<file path="src/rtl/clock_pkg.sv">
// Shared types and constants for the MM:SS timekeeping core.
package clock_pkg;

    typedef enum logic [1:0] {
        RUN    = 2'd0,
        PAUSE  = 2'd1,
        ADJUST = 2'd2
    } state_t;

    typedef logic [3:0] bcd_t;

    typedef struct packed {
        bcd_t tens;
        bcd_t ones;
    } bcd2_t;

    localparam int SEC_MAX         = 59;
    localparam int MAX_MIN_DEFAULT = 59;

    function automatic logic bcd2_is(input bcd2_t v, input int max);
        return (v.tens == bcd_t'(max / 10)) && (v.ones == bcd_t'(max % 10));
    endfunction

    // Two-digit BCD increment that wraps max -> 00.
    function automatic bcd2_t bcd2_inc(input bcd2_t v, input int max);
        bcd2_t r;
        if (bcd2_is(v, max)) begin
            r = '0;
        end else if (v.ones == 4'd9) begin
            r.tens = v.tens + 4'd1;
            r.ones = 4'd0;
        end else begin
            r.tens = v.tens;
            r.ones = v.ones + 4'd1;
        end
        return r;
    endfunction

endpackage

</file>
<file path="src/rtl/button_debounce.sv">
// Pushbutton conditioner: 2-flop synchronizer, tick_fast-sampled streak
// debounce and a one-clk pulse on each accepted press.
module button_debounce #(
    parameter int DEB_SAMPLES = 3
) (
    input  logic clk,
    input  logic rst,
    input  logic raw,
    input  logic tick_fast,
    output logic press
);

    localparam int CW = $clog2(DEB_SAMPLES + 1);

    logic [1:0]    sync;
    logic [CW-1:0] streak;
    logic          level;
    logic          sample;
    logic          accept;

    assign sample = sync[1];
    assign accept = tick_fast && (sample != level) && (streak == CW'(DEB_SAMPLES - 1));

    always_ff @(posedge clk) begin
        if (rst) begin
            sync   <= '0;
            streak <= '0;
            level  <= 1'b0;
            press  <= 1'b0;
        end else begin
            sync  <= {sync[0], raw};
            // Pulse only when a new high level is accepted; release is silent.
            press <= accept && sample;
            if (tick_fast) begin
                if (sample == level || accept) begin
                    streak <= '0;
                end else begin
                    streak <= streak + 1'b1;
                end
                if (accept) begin
                    level <= sample;
                end
            end
        end
    end

endmodule

</file>
<file path="src/rtl/clock_counter_ctrl.sv">
// MM:SS BCD timekeeping core with RUN/PAUSE/ADJUST control, debounced
// pause/clear buttons and blink requests for the display scanner.
module clock_counter_ctrl
    import clock_pkg::*;
#(
    parameter int MAX_MIN     = MAX_MIN_DEFAULT,
    parameter int DEB_SAMPLES = 3
) (
    input  logic clk,
    input  logic rst,
    input  logic tick_1hz,
    input  logic tick_2hz,
    input  logic tick_fast,
    input  logic tick_blink,
    input  logic btn_pause,
    input  logic btn_clr,
    input  logic sw_adj,
    input  logic sw_sel,
    output bcd_t min_tens,
    output bcd_t min_ones,
    output bcd_t sec_tens,
    output bcd_t sec_ones,
    output logic paused,
    output logic blink_min,
    output logic blink_sec
);

    logic   press_pause, press_clr;
    logic [1:0] adj_sync, sel_sync;
    logic   adj_s, sel_s;
    state_t state, state_next, prev, prev_next;
    bcd2_t  cnt_min, cnt_sec, min_next, sec_next;
    logic   phase, phase_next;

    button_debounce #(.DEB_SAMPLES(DEB_SAMPLES)) u_deb_pause (
        .clk       (clk),
        .rst       (rst),
        .raw       (btn_pause),
        .tick_fast (tick_fast),
        .press     (press_pause)
    );

    button_debounce #(.DEB_SAMPLES(DEB_SAMPLES)) u_deb_clr (
        .clk       (clk),
        .rst       (rst),
        .raw       (btn_clr),
        .tick_fast (tick_fast),
        .press     (press_clr)
    );

    assign adj_s = adj_sync[1];
    assign sel_s = sel_sync[1];

    always_ff @(posedge clk) begin
        if (rst) begin
            adj_sync <= '0;
            sel_sync <= '0;
        end else begin
            adj_sync <= {adj_sync[0], sw_adj};
            sel_sync <= {sel_sync[0], sw_sel};
        end
    end

    always_comb begin
        state_next = state;
        prev_next  = prev;
        if (adj_s) begin
            state_next = ADJUST;
            if (state != ADJUST) prev_next = state;
        end else begin
            case (state)
                RUN:     if (press_pause) state_next = PAUSE;
                PAUSE:   if (press_pause) state_next = RUN;
                ADJUST:  state_next = prev;
                default: state_next = RUN;
            endcase
        end
    end

    // Counting decisions use the current state, so a tick coinciding with a
    // state change is applied under the state it arrived in.
    always_comb begin
        min_next = cnt_min;
        sec_next = cnt_sec;
        if (press_clr) begin
            min_next = '0;
            sec_next = '0;
        end else if (state == RUN && tick_1hz) begin
            sec_next = bcd2_inc(cnt_sec, SEC_MAX);
            if (bcd2_is(cnt_sec, SEC_MAX)) min_next = bcd2_inc(cnt_min, MAX_MIN);
        end else if (state == ADJUST && tick_2hz) begin
            if (sel_s) sec_next = bcd2_inc(cnt_sec, SEC_MAX);
            else       min_next = bcd2_inc(cnt_min, MAX_MIN);
        end
    end

    assign phase_next = (state == ADJUST) ? (phase ^ tick_blink) : 1'b0;

    always_ff @(posedge clk) begin
        if (rst) begin
            state     <= RUN;
            prev      <= RUN;
            cnt_min   <= '0;
            cnt_sec   <= '0;
            phase     <= 1'b0;
            paused    <= 1'b0;
            blink_min <= 1'b0;
            blink_sec <= 1'b0;
        end else begin
            state     <= state_next;
            prev      <= prev_next;
            cnt_min   <= min_next;
            cnt_sec   <= sec_next;
            phase     <= phase_next;
            paused    <= (state_next != RUN);
            blink_min <= (state_next == ADJUST) && !sel_s && phase_next;
            blink_sec <= (state_next == ADJUST) &&  sel_s && phase_next;
        end
    end

    assign min_tens = cnt_min.tens;
    assign min_ones = cnt_min.ones;
    assign sec_tens = cnt_sec.tens;
    assign sec_ones = cnt_sec.ones;

endmodule

</file>
<file path="config.mk">
export PLATFORM = sky130hd
export DESIGN_NAME = clock_counter_ctrl
export DESIGN_NICKNAME = d
export VERILOG_FILES = /design/src/rtl/clock_pkg.sv /design/src/rtl/button_debounce.sv /design/src/rtl/clock_counter_ctrl.sv
export SDC_FILE = /design/constraint.sdc
export NUM_CORES = 1
export LEC_CHECK = 0
export CAP_MARGIN = 5
export CORE_MARGIN = 4
export CORE_UTILIZATION = 52
export CTS_CLUSTER_SIZE = 40
export DETAILED_ROUTE_END_ITERATION = 10
export PLACE_DENSITY = 0.78
export SLEW_MARGIN = 20
export SYNTH_ARGS = -nofsm -noshare
export SYNTH_HDL_FRONTEND = slang
export SYNTH_HIERARCHICAL = 1
export SYNTH_SLANG_ARGS = --single-unit
export TNS_END_PERCENT = 1
</file>
<file path="constraint.sdc">
create_clock -name clk -period 2.1 [get_ports clk]
set_input_delay 0.42 -clock clk [delete_from_list [all_inputs] [get_ports clk]]
set_output_delay 0.42 -clock clk [all_outputs]
set_load 0.05 [all_outputs]
</file>
## After elaboration in Yosys (flattened, before gate mapping)

Cells that the tools add are included.

| word-level totals | value |
|---|---|
| bits in registers | 40 |
| input bits | 10 |
| output and inout bits | 19 |
| logic and storage cells | 88 |

| operators by class | value |
|---|---|
| add/sub/neg operators | 6 |
| equality and inequality tests | 16 |
| multiplexer cells | 18 |
| bitwise operators | 1 |
| reductions and logical operators | 27 |

Operator list:

| cell | number |
|---|---|
| 2-to-1 mux 8 bit | 11 |
| adder 4 x 1 -> 4 bit, second input constant | 4 |
| logical AND 1 bit | 14 |
| 2-to-1 mux 2 bit | 5 |
| equality test 2 bit, second input constant | 4 |
| equality test 4 x 3 -> 1 bit, second input constant | 2 |
| equality test 4 bit, second input constant | 2 |
| AND reduction 2 bit | 4 |
| one-hot mux 2 bit (3 select lines) | 1 |
| nonzero test 2 bit | 3 |
| adder 2 x 1 -> 2 bit, second input constant | 2 |
| inequality test 2 x 1 -> 1 bit, second input constant | 2 |
| AND reduction 3 bit | 1 |
| equality test 1 bit | 2 |
| equality test 2 x 1 -> 1 bit, second input constant | 1 |
| zero test 2 bit | 1 |
| logical OR 1 bit | 2 |
| inequality test 1 bit | 2 |
| inequality test 2 bit, second input constant | 1 |
| OR reduction 2 bit | 1 |
| zero test 1 bit | 1 |
| 2-to-1 mux 1 bit | 1 |
| bitwise XOR 1 bit | 1 |

## Longest topological paths before layout

| logic depth | value |
|---|---|
| depth after elaboration | 6 |
| mapped depth | 7 |
| gate-level depth less buffers | 6 |

## Hierarchy

The synthesis kept the hierarchy.

Modules (own cells, without submodules):

| module | instances | cells each | area an instance (um2) | sequential area each (um2) |
|---|---|---|---|---|
| clock_counter_ctrl | 1 | 142 | 1337.5 | 560.5 |
| button_debounce | 2 | 21 | 231.5 | 120.1 |

## Least setup slack after synthesis

Ideal clock, no wire load.

| path | value |
|---|---|
| path type | flip-flop to flip-flop |
| from | reg cnt_sec, in the netlist sec_tens[0] |
| to | reg cnt_min, in the netlist min_tens[3] |
| setup time | 0.071 ns |
| data arrival time | 2.011 ns |
| required time | 2.029 ns |
| path slack | 0.019 ns |
| cell stages (with the launch flop) | 7 |
| path buffers | 1 |
| clock period less this slack | 2.081 ns |
| cells stage by stage | dfxtp_1 ha_1 and3b_1 a31oi_2 buf_6 or4_1 a21oi_1 |

| between the ends | value |
|---|---|
| longest elaborated chain between the ends | 4 |

Ends and longest elaborated chain:

| element | RTL line | RTL |
|---|---|---|
| start, declared | clock_counter_ctrl.sv:32 | `bcd2_t cnt_min, cnt_sec, min_next, sec_next;` |
| start signal, assigned | clock_counter_ctrl.sv:113 | `cnt_sec <= sec_next;` |
| equality test 4 x 3 -> 1 bit | clock_pkg.sv:21 | `return (v.tens == bcd_t'(max / 10)) && (v.ones == bcd_t'(max % 10));` |
| logical AND 1 bit | clock_pkg.sv:21 |  |
| inequality test 2 x 1 -> 1 bit (no source line) | n/a |  |
| AND reduction 3 bit (no source line) | n/a |  |
| end signal, assigned | clock_counter_ctrl.sv:112 | `cnt_min <= min_next;` |
| end, declared | clock_counter_ctrl.sv:32 |  |

Every way passes these cells.
A chain may end at the register's enable or synchronous reset.

## Worst setup path in the final report

| path | value |
|---|---|
| from | reg cnt_sec, in the netlist sec_tens[2] |
| to | out sec_tens[2] |

RTL lines:

| element | RTL line | RTL |
|---|---|---|
| end, declared | clock_counter_ctrl.sv:21 | `output bcd_t sec_tens,` |

No word-level cell between the ends.

==> impl_metrics.tcl <==
set metrics [dict create \
    fp.coreArea_mm2 0.00334 \
    max_freq_ghz 0.493 \
    grt_pass1_wl_mm 5.89 \
    worst-slew-pin-transition_ns 0.516 \
    ios 29 \
    syn_area_per_cell_um2 9.79 \
    diodes 0 \
    cts_buffers 5 \
    synth_area_leaders "dfxtp_1 (44%), ha_1 (6.9%), xnor2_1 (3.9%)" \
    die_area_mm2 0.00447 \
    grt_max_degree 13 \
    clock_latency_ns 0.35 \
    p_per_area_mw_per_mm2 670 \
    io_buffers 28 \
    grt_util_all_layers_pct 17.7 \
    fill_cells 258 \
    critPathKind "reg -> out" \
    yosys.area.top_type "dfxtp_1" \
    nNetsFinal 240 \
    multi_input_area_um2 916 \
    path_cells "clkdlybuf4s50_1" \
    relSlewSlack_pct 65.5 \
    grt_pass1_vias 1360 \
    hold_path_class "reg -> reg" \
    finalMaxSlewViolations 0 \
    gr-total-overflow 0 \
    start_kind "flop" \
    avgViaCountPerCell 5.44 \
    setup_tns_ns 0 \
    firstDrtPassIters 4 \
    skew_ns 0.0134 \
    synth.top_cell.area_share_pct 44.5 \
    crit_buf_inv 1 \
    rsz0062_at_grt "no" \
    syn_area_mm2 0.00180 \
    root_buffer "clkbuf_4" \
    setup_violations 0 \
    ys_warn_count 6 \
    route.detailed.drc 0 \
    grt_antenna_before_repair 0 \
    clkTransAtPathRegs_ns 0.12 \
    cts_tree "yes" \
    synth_seq_cells 40 \
    critPathMaxFanout 5 \
    seq_area_um2 801 \
    wl_per_cell_um 12.9 \
    placedInstanceArea_mm2 0.00215 \
    critPathSlowestCell "clkdlybuf4s50_1" \
    area_growth_pct 25.2 \
    dpl.cell_count 259 \
    final_common_cell "dfxtp_1" \
    initial_core_util_pct 54.0 \
    ys_types 39 \
    synthCells 184 \
    fin_cells 266 \
    critPathCaptureType "output port" \
    final_cell_mix "dfxtp_1 (40), clkdlybuf4s50_1 (23), nor2_1 (16), inv_1 (13), a21oi_1 (12)" \
    num_vias 1448 \
    place_congestion 0.842 \
    outcome "completed" \
    yosysSeqAreaShare_pct 44.5 \
    required_ns 1.68 \
    rows 21 \
    critPathMaxStageDelay_ns 0.83 \
    drive_gt1_share_pct 9.55 \
    htree_levels 2 \
    arrival_ns 1.61 \
    synthesis.nets 204 \
    cts_hold_buf 0 \
    clock-sinks 40 \
    hpwl_mm 2.62 \
    p_leak_nw 0.900 \
    period_share_pct 96.7 \
    fin_area_mm2 0.00225 \
    critical-path-top-delay-family "buffers and inverters" \
    die_y_um 66.8 \
    drt_iter0_drc 70 \
    postCtsSetupBuffers 0 \
    ir_drop_v 0.000435 \
    die_x_um 66.8 \
    clockBufferDepth 2 \
    finalHoldViolCount 0 \
    wirelength_mm 3.44 \
    post-route-min-period_ns 2.03 \
    drtAntennaViolNets 0 \
    maxCapViolations 0 \
]
-- layout make-up --
| type | instances | area share (%) |
|---|---|---|
| inverters | 13 | 2.16 |
| well taps | 46 | 2.55 |
| clock buffers | 5 | 1.66 |
| clock inverters | 2 | 2.66 |
| multi-input cells | 126 | 40.6 |
| repair buffers | 34 | 14.8 |
| flip-flops and latches | 40 | 35.5 |
-- stage by stage --
stage / util, % / worst slack, ns / hold slack, ns / total power, mW
global placement: 64.4 / 0.0907 / 0.418 / 0.915
CTS: 67.3 / 0.00373 / 0.450 / 1.53
floorplan: - / 0.0187 / 0.414 / 0.867
detailed placement: 64.4 / 0.00467 / 0.420 / 0.919
finish: 67.6 / 0.0700 / 0.447 / 1.51
global route: 67.6 / 0.00230 / 0.461 / 1.58
-- flip-flops by register name, summed over array words and instances, names as in the netlist, 4 cells and up --
| signal | cells |
|---|---|
| min_ones | 4 |
| min_tens | 4 |
| sec_ones | 4 |
| sec_tens | 4 |
-- path summary, 6_finish.rpt --
check         startpoint     endpoint  slack, ns  cells past startpoint
min          sel_sync[0]  sel_sync[1]       0.45                      1
max          sec_tens[2]  sec_tens[2]       0.07                      1
min reg2reg  sel_sync[0]  sel_sync[1]       0.45                      1
max reg2reg  sec_tens[0]  min_tens[0]       0.21                      5
-- timing repair --
action                                  CTS  global route
pin swaps                                 0             0
endpoints found under the setup margin    1             4
gates resized for setup                   1             4
-- power breakdown --
part           leakage [nW]  internal (mW)  total [mW]  switching (mW)
sequential            0.325          0.773       0.786          0.0130
clock                0.0513          0.364       0.610           0.246
combinational         0.524         0.0537       0.115          0.0610
total                 0.900           1.19        1.51           0.320
-- cells by family after synthesis --
kind of cell / after synthesis / share of synthesized area (%)
buffers and inverters: 18 / 4.66
adder cells (fa/ha/maj): 10 / 6.95
AND/OR/NAND/NOR: 67 / 23.2
flip-flops: 40 / 44.5
AO/OA/AOI/OAI: 38 / 15.1
XOR/XNOR: 8 / 3.89
multiplexers: 3 / 1.67
-- metal layers --
layer	wire (um)	up-vias	track usage [%]	share of wire [%]
li1	-	725	-	-
met1	1500	692	20.6	44
met2	1750	25	29.5	51
met3	122	6	4.55	3.5
met4	72	0	9.90	2.1
met5	0	-	0	0
-- cells in the mapped netlist --
master      n
or2_2       1
or4b_1      4
and3b_1     4
dfxtp_1    40
nand4_1     2
nor3b_4     1
a22oi_1     1
a2111oi_4   1
and4bb_1    1
ha_1       10
or3_1       3
nor2b_1     9
buf_2       1
nand3b_1    1
nand2_1     5
buf_6       2
or4_1       4
nor3_1      3
and2_1      1
nand2b_1    5
mux2i_1     3
a31o_2      1
a21oi_1    12
a21bo_2     2
and3_1      1
a211oi_1    5
nand4b_1    2
nand3_1     3
xnor2_1     8
inv_1      13
nand3_2     1
o21ai_0     7
a31oi_2     1
a31oi_1     2
nor2_1     16
o32ai_1     4
o22ai_1     1
clkbuf_1    2
o211a_1     1
Power figures use the tool's default switching activity.
